File: config.mk
export PLATFORM = sky130hd
export DESIGN_NAME = mem_req_arbiter_flat
export DESIGN_NICKNAME = d
export VERILOG_FILES = /design/src/rtl/mem_req_arbiter_pkg.sv /design/src/rtl/mem_req_arbiter_if.sv /design/src/rtl/mem_req_arbiter_picker.sv /design/src/rtl/mem_req_arbiter.sv /design/src/flat_wrapper.sv
export SDC_FILE = /design/constraint.sdc
export NUM_CORES = 1
export LEC_CHECK = 0
export ABC_AREA = 1
export CAP_MARGIN = 20
export CORE_AREA = 2 2 161 163
export CTS_CLUSTER_SIZE = 25
export DETAILED_ROUTE_END_ITERATION = 8
export DIE_AREA = 0 0 163 165
export SLEW_MARGIN = 15
export SYNTH_ARGS = -nofsm -noshare
export SYNTH_HDL_FRONTEND = slang
export SYNTH_SLANG_ARGS = --single-unit
File: constraint.sdc
create_clock -name clk -period 2.3 [get_ports clk]
set_input_delay 0.345 -clock clk [delete_from_list [all_inputs] [get_ports clk]]
set_output_delay 0.345 -clock clk [all_outputs]
set_load 0.02 [all_outputs]
File: src/rtl/mem_req_arbiter_pkg.sv
// mem_arb_pkg: shared types and helpers for the memory-request arbiter.
//   arb_state_e : 2-bit sequencer state (IDLE / ISSUE / WAIT_DONE / DONE)
//   rr_next     : round-robin successor of an index, wrapping at n, so a
//                 non-power-of-two requester count never lands on a hole.
package mem_arb_pkg;

  typedef enum logic [1:0] {
    ARB_IDLE      = 2'd0,
    ARB_ISSUE     = 2'd1,
    ARB_WAIT_DONE = 2'd2,
    ARB_DONE      = 2'd3
  } arb_state_e;

  function automatic int rr_next(input int id, input int n);
    return (id + 1 >= n) ? 0 : id + 1;
  endfunction

endpackage

File: src/rtl/mem_req_arbiter_if.sv
// mem_req_arbiter_if: request/splitter bus around the memory-request arbiter.
//   Requester side : req_valid/req_addr/req_size in, req_ready/req_done out
//                    (packed, requester i at slice i).
//   Splitter side  : spl_idle in, spl_addr/spl_addr_valid/spl_size out.
// Modports are named from the requesters' point of view: "slave" is the
// arbiter itself, "master" is the environment (requesters plus splitter).
interface mem_req_arbiter_if #(
  parameter int NUM_REQ        = 4,
  parameter int ADDR_WIDTH     = 64,
  parameter int REQ_SIZE_WIDTH = 16
) ();

  logic [NUM_REQ-1:0]                req_valid;
  logic [NUM_REQ*ADDR_WIDTH-1:0]     req_addr;
  logic [NUM_REQ*REQ_SIZE_WIDTH-1:0] req_size;
  logic [NUM_REQ-1:0]                req_ready;
  logic [NUM_REQ-1:0]                req_done;

  logic                              spl_idle;
  logic [ADDR_WIDTH-1:0]             spl_addr;
  logic                              spl_addr_valid;
  logic [REQ_SIZE_WIDTH-1:0]         spl_size;

  modport slave (
    input  req_valid, req_addr, req_size, spl_idle,
    output req_ready, req_done, spl_addr, spl_addr_valid, spl_size
  );

  modport master (
    output req_valid, req_addr, req_size, spl_idle,
    input  req_ready, req_done, spl_addr, spl_addr_valid, spl_size
  );

endinterface

File: src/rtl/mem_req_arbiter_picker.sv
// rr_priority_picker: purely combinational round-robin pick.
//   req : request vector
//   ptr : index with highest priority this cycle (must be < N)
//   gnt : one-hot winner, idx : its index, any : some request present
// Scan order is ptr, ptr+1, ..., wrapping at N.
module rr_priority_picker #(
  parameter  int N   = 4,
  localparam int IDW = (N > 1) ? $clog2(N) : 1
) (
  input  logic [N-1:0]   req,
  input  logic [IDW-1:0] ptr,
  output logic [N-1:0]   gnt,
  output logic [IDW-1:0] idx,
  output logic           any
);

  int j;

  always_comb begin
    gnt = '0;
    idx = '0;
    any = 1'b0;
    j   = 0;
    for (int k = 0; k < N; k++) begin
      j = int'(ptr) + k;
      if (j >= N) j = j - N;
      if (!any && req[IDW'(j)]) begin
        any           = 1'b1;
        gnt[IDW'(j)]  = 1'b1;
        idx           = IDW'(j);
      end
    end
  end

endmodule

File: src/rtl/mem_req_arbiter.sv
// mem_req_arbiter: round-robin arbiter/sequencer sharing one memory-request
// splitter among NUM_REQ requesters.
//   clk, reset          : clock, synchronous active-high reset
//   bus (slave)         : requester handshake + splitter request channel
//   txn_done            : pulse, granted transaction fully answered
//   grant_id            : current owner (meaningful while busy)
//   busy                : sequencer not idle
//   err_unexpected_done : sticky, txn_done arrived while not waiting for it
// Flow: IDLE picks a winner and latches its address/size, ISSUE strobes the
// splitter for one cycle, WAIT_DONE holds the grant until txn_done, DONE
// pulses req_done and advances the round-robin pointer past the owner.
// A zero-size request skips ISSUE/WAIT_DONE and completes directly.
module mem_req_arbiter #(
  parameter  int NUM_REQ        = 4,
  parameter  int ADDR_WIDTH     = 64,
  parameter  int REQ_SIZE_WIDTH = 16,
  localparam int ID_WIDTH       = $clog2(NUM_REQ)
) (
  input  logic                clk,
  input  logic                reset,
  mem_req_arbiter_if.slave    bus,
  input  logic                txn_done,
  output logic [ID_WIDTH-1:0] grant_id,
  output logic                busy,
  output logic                err_unexpected_done
);

  import mem_arb_pkg::*;

  arb_state_e                state_q, state_d;
  logic [ID_WIDTH-1:0]       rr_ptr_q, rr_ptr_d;
  logic [ID_WIDTH-1:0]       grant_id_q, grant_id_d;
  logic [ADDR_WIDTH-1:0]     spl_addr_q, spl_addr_d;
  logic [REQ_SIZE_WIDTH-1:0] spl_size_q, spl_size_d;
  logic                      err_q, err_d;

  logic [NUM_REQ-1:0]        pick_gnt;
  logic [ID_WIDTH-1:0]       pick_idx;
  logic                      pick_any;
  logic                      grant_now;
  logic [ADDR_WIDTH-1:0]     win_addr;
  logic [REQ_SIZE_WIDTH-1:0] win_size;

  rr_priority_picker #(.N(NUM_REQ)) u_picker (
    .req (bus.req_valid),
    .ptr (rr_ptr_q),
    .gnt (pick_gnt),
    .idx (pick_idx),
    .any (pick_any)
  );

  // A grant needs an idle sequencer and a splitter able to take a request.
  assign grant_now = (state_q == ARB_IDLE) && bus.spl_idle && pick_any;

  always_comb begin
    win_addr = '0;
    win_size = '0;
    for (int i = 0; i < NUM_REQ; i++) begin
      if (pick_idx == ID_WIDTH'(i)) begin
        win_addr = bus.req_addr[i*ADDR_WIDTH +: ADDR_WIDTH];
        win_size = bus.req_size[i*REQ_SIZE_WIDTH +: REQ_SIZE_WIDTH];
      end
    end
  end

  // State register
  always_ff @(posedge clk) begin
    if (reset) begin
      state_q    <= ARB_IDLE;
      rr_ptr_q   <= '0;
      grant_id_q <= '0;
      spl_addr_q <= '0;
      spl_size_q <= '0;
      err_q      <= 1'b0;
    end else begin
      state_q    <= state_d;
      rr_ptr_q   <= rr_ptr_d;
      grant_id_q <= grant_id_d;
      spl_addr_q <= spl_addr_d;
      spl_size_q <= spl_size_d;
      err_q      <= err_d;
    end
  end

  // Next-state logic
  always_comb begin
    state_d    = state_q;
    rr_ptr_d   = rr_ptr_q;
    grant_id_d = grant_id_q;
    spl_addr_d = spl_addr_q;
    spl_size_d = spl_size_q;
    // txn_done only belongs in WAIT_DONE; anywhere else it is a protocol error.
    err_d      = err_q | (txn_done && (state_q != ARB_WAIT_DONE));
    case (state_q)
      ARB_IDLE: begin
        if (grant_now) begin
          grant_id_d = pick_idx;
          spl_addr_d = win_addr;
          spl_size_d = win_size;
          state_d    = (win_size == '0) ? ARB_DONE : ARB_ISSUE;
        end
      end
      ARB_ISSUE:     state_d = ARB_WAIT_DONE;
      ARB_WAIT_DONE: if (txn_done) state_d = ARB_DONE;
      ARB_DONE: begin
        rr_ptr_d = ID_WIDTH'(rr_next(int'(grant_id_q), NUM_REQ));
        state_d  = ARB_IDLE;
      end
      default:       state_d = ARB_IDLE;
    endcase
  end

  // Outputs
  always_comb begin
    bus.req_ready      = '0;
    bus.req_done       = '0;
    bus.spl_addr_valid = (state_q == ARB_ISSUE);
    if (grant_now) bus.req_ready = pick_gnt;
    if (state_q == ARB_DONE) bus.req_done[grant_id_q] = 1'b1;
  end

  assign bus.spl_addr        = spl_addr_q;
  assign bus.spl_size        = spl_size_q;
  assign grant_id            = grant_id_q;
  assign busy                = (state_q != ARB_IDLE);
  assign err_unexpected_done = err_q;

endmodule

File: src/flat_wrapper.sv
// flat-port wrapper written by rule: the top's interface ports become plain ports
module mem_req_arbiter_flat import mem_arb_pkg::*;
#(
  parameter  int NUM_REQ        = 4,
  parameter  int ADDR_WIDTH     = 64,
  parameter  int REQ_SIZE_WIDTH = 16,
  localparam int ID_WIDTH       = $clog2(NUM_REQ)
)
  (clk, reset, txn_done, grant_id, busy, err_unexpected_done, bus_req_valid, bus_req_addr, bus_req_size, bus_spl_idle, bus_req_ready, bus_req_done, bus_spl_addr, bus_spl_addr_valid, bus_spl_size);
  mem_req_arbiter_if #(.NUM_REQ(NUM_REQ), .ADDR_WIDTH(ADDR_WIDTH), .REQ_SIZE_WIDTH(REQ_SIZE_WIDTH)) bus_i ();
  input  logic clk;
  input  logic reset;
  input  logic txn_done;
  output logic [ID_WIDTH-1:0] grant_id;
  output logic busy;
  output logic err_unexpected_done;
  input wire logic [$bits(bus_i.req_valid)-1:0] bus_req_valid;
  input wire logic [$bits(bus_i.req_addr)-1:0] bus_req_addr;
  input wire logic [$bits(bus_i.req_size)-1:0] bus_req_size;
  input wire logic [$bits(bus_i.spl_idle)-1:0] bus_spl_idle;
  output wire logic [$bits(bus_i.req_ready)-1:0] bus_req_ready;
  output wire logic [$bits(bus_i.req_done)-1:0] bus_req_done;
  output wire logic [$bits(bus_i.spl_addr)-1:0] bus_spl_addr;
  output wire logic [$bits(bus_i.spl_addr_valid)-1:0] bus_spl_addr_valid;
  output wire logic [$bits(bus_i.spl_size)-1:0] bus_spl_size;
  assign bus_i.req_valid = bus_req_valid;
  assign bus_i.req_addr = bus_req_addr;
  assign bus_i.req_size = bus_req_size;
  assign bus_i.spl_idle = bus_spl_idle;
  assign bus_req_ready = bus_i.req_ready;
  assign bus_req_done = bus_i.req_done;
  assign bus_spl_addr = bus_i.spl_addr;
  assign bus_spl_addr_valid = bus_i.spl_addr_valid;
  assign bus_spl_size = bus_i.spl_size;
  mem_req_arbiter #(.NUM_REQ(NUM_REQ), .ADDR_WIDTH(ADDR_WIDTH), .REQ_SIZE_WIDTH(REQ_SIZE_WIDTH)) u_core (.clk(clk), .reset(reset), .bus(bus_i), .txn_done(txn_done), .grant_id(grant_id), .busy(busy), .err_unexpected_done(err_unexpected_done));
endmodule
==> flow_metrics.tcl <==
set metrics [dict create \
    final_hold_viol_count 0 \
    drt_iter0_markers 554 \
    grt_pass1_wl_um 43100 \
    worst_slack_ns -0.253 \
    synthTopCellsByArea "dfxtp_1, nand2_1, o21ai_0" \
    fin_cells 1619 \
    dieWidth_um 163 \
    required_ns 2.53 \
    cp_common_cell "nand2_4" \
    synthArstFlopShare 0 \
    rrSetupSlack_ns -0.25 \
    power_density_nw_per_um2 1090 \
    path_cells "inv_2 > ha_4 > inv_4 > nand2_4 > nand2_4 > nor2_8 > buf_6 > nand4_1 > nand2_4 > nor2_4 > buf_4 > clkbuf_16 > buf_4 > a22o_1 > a21oi_2 > a31oi_1" \
    critPathMaxStageDelay_ns 0.34 \
    rows 58 \
    rsz0062_at_grt "true" \
    final_nets 1629 \
    dp_cells 1565 \
    ys_seq_elements 87 \
    pin_count 421 \
    coreArea_um2 25000 \
    vias 7716 \
    clockBufferDepth 2 \
    final_cell_mix "clkdlybuf4s50_1, nand2_1, dfxtp_1, o21ai_0, a31oi_1" \
    cts_buffers 9 \
    reg2regPathDepth 16 \
    dp_hpwl_um 22600 \
    cp-end-kind "flip-flop" \
    drt-vias-per-instance 4.77 \
    clock_latency_ns 0.34 \
    finalSetupViolCount 77 \
    hold_path_class "flip-flop to flip-flop" \
    tns_ns -8.17 \
    irDropWorstVdd_uv 485 \
    wire_per_inst_um 19.5 \
    total_power_mw 13.0 \
    layout_commonest_cell "clkdlybuf4s50_1" \
    slew_headroom 0.725 \
    ys_dominant_reg_cell "dfxtp_1" \
    holdPathEnd "u_core.bus.spl_addr[46]" \
    fin_worst_skew_ns 0.0116 \
    fin_crit_sh 1.11 \
    clockRootBuffer "clkbuf_16" \
    drive_gt1_frac 0.172 \
    hold_start "u_core.bus.spl_addr[46]" \
    leakagePower_nw 4.78 \
    max_freq_mhz 392 \
    fin_crit_ns 2.55 \
    tightest_slew_ns 0.412 \
    synth_cell_types 35 \
    crit_buf_inv 6 \
    hold_ws_ns 0.463 \
    die_h_um 165 \
    dp_slack_ns -0.528 \
    synth.top_cell.area_share 0.313 \
    hold_depth 2 \
    route.antenna.remaining_nets 0 \
    ys_seq_area_frac 0.313 \
    yosysWarningCount 0 \
    maxCapViolCount 0 \
    avgSynthCellArea_um2 6.86 \
    initial_core_util 0.222 \
    start_kind "flip-flop" \
    cts.sinks 87 \
    final_util 0.478 \
    drc 0 \
    synth_edf_count 0 \
    dieArea_um2 26900 \
    antenna_found_initial 1 \
    status "finished, violations left" \
    htreeDepth 3 \
    synthToLayoutAreaGrowth_pct 115 \
    overflow 0 \
    timing.rr.start "u_core.rr_ptr_q[0]" \
    reg2reg_to "u_core.bus.spl_addr[13]" \
    cp_top_family "buffers and inverters" \
    synthCells 811 \
    violations "negative setup slack" \
    worstPathMaxFanout 8 \
    synth_top_area_cell "dfxtp_1" \
    first_pass_iters 5 \
    fin_area_um2 12000 \
    grt_pass1_vias 7263 \
    clkSlewWorstSetupHoldPaths_ns 0.07 \
    cpMaxStageDelayCell "dfxtp_2" \
    drt-total-wl_um 31600 \
    syn_area_um2 5560 \
    grt.total_usage 0.211 \
    cp.arrival_ns 2.78 \
    globalplace.congestion 0.868 \
    grt_max_degree 72 \
    path_class "flip-flop to flip-flop" \
    portBuffers 420 \
    placed_area_um2 10600 \
    cts_tree "done" \
    syn_nets 1156 \
    drv_slew 0 \
]
[sequential cells by signal, summed over array words and instances (netlist names)]
register	cells
u_core.bus.spl_addr	64
u_core.err_unexpected_done	1
u_core.rr_ptr_q	2
u_core.state_q	2
u_core.grant_id	2
u_core.bus.spl_size	16
[power by group]
group	switching, mW	internal, mW
logic	4.59	4.45
clock network	0.651	1.06
registers	0.266	2.00
[Yosys cell counts, types with 4 or more instances]
library cell  number
nand2_1          154
o21ai_0           89
dfxtp_1           87
a31oi_1           66
a21oi_1           63
nor2_1            60
inv_1             53
nand3_1           48
a22o_1            44
buf_2             29
clkbuf_1          24
nand4_1           18
ha_1              17
a221oi_1          11
nand2_2            7
buf_4              5
inv_2              5
buf_1              4
[how the worst max path moves through the flow]
stage | start | endpoint | slack, ns | depth (start not counted)
after floorplan | u_core.rr_ptr_q[1] | u_core.bus.spl_addr[11] | 0.03 | 15
after detailed placement | bus_req_valid[2] | u_core.state_q[1] | -0.53 | 18
final | u_core.rr_ptr_q[0] | u_core.bus.spl_addr[13] | -0.25 | 16
after CTS | u_core.rr_ptr_q[0] | u_core.state_q[1] | -0.18 | 19
after global routing | u_core.rr_ptr_q[0] | u_core.state_q[1] | -0.36 | 19
after global placement | bus_req_valid[3] | u_core.bus.spl_addr[5] | -0.51 | 14
[worst reg2reg max path, delay by kind of cell (launching register included)]
kind                     cells  cell delay [ns]
AND/OR/NAND/NOR              6             0.66
buffers and inverters        6             0.72
AO/OA/AOI/OAI                3             0.43
flip-flops                   1             0.34
adder cells (fa/ha/maj)      1             0.31
[area by class of cell]
type,instances,area (um2)
clock buffer,10,229
sequential,87,1740
antenna,1,2.50
fill,2480,13100
clock inverter,5,106
timing repair buffer,527,5540
inverter,59,234
multi-input combinational,600,3690
tap,330,413
[kinds of logic (layout without fill, tap and decap cells)]
kind of cell             after synthesis  after routing  synth area share
other                                  0              1                 0
AND/OR/NAND/NOR                      300            300             0.240
buffers and inverters                124            601            0.0977
flip-flops                            87             87             0.313
AO/OA/AOI/OAI                        283            283             0.311
adder cells (fa/ha/maj)               17             17            0.0383
[what timing repair did]
item	4_1_cts	5_1_grt
cloned	9	7
setup buffers	11	15
setup endpoints to repair	79	88
resized for setup	100	54
pin swaps	16	27
hold buffers	0	0
[layer usage]
layer | track usage | part of all wire | vias up
met3 | 0.0507 | 0.073 | 43
met1 | 0.255 | 0.40 | 3547
met5 | 0 | 0 | -
met2 | 0.374 | 0.50 | 315
li1 | - | - | 3811
met4 | 0.0583 | 0.023 | 0
(Power assumes the default switching activity.)
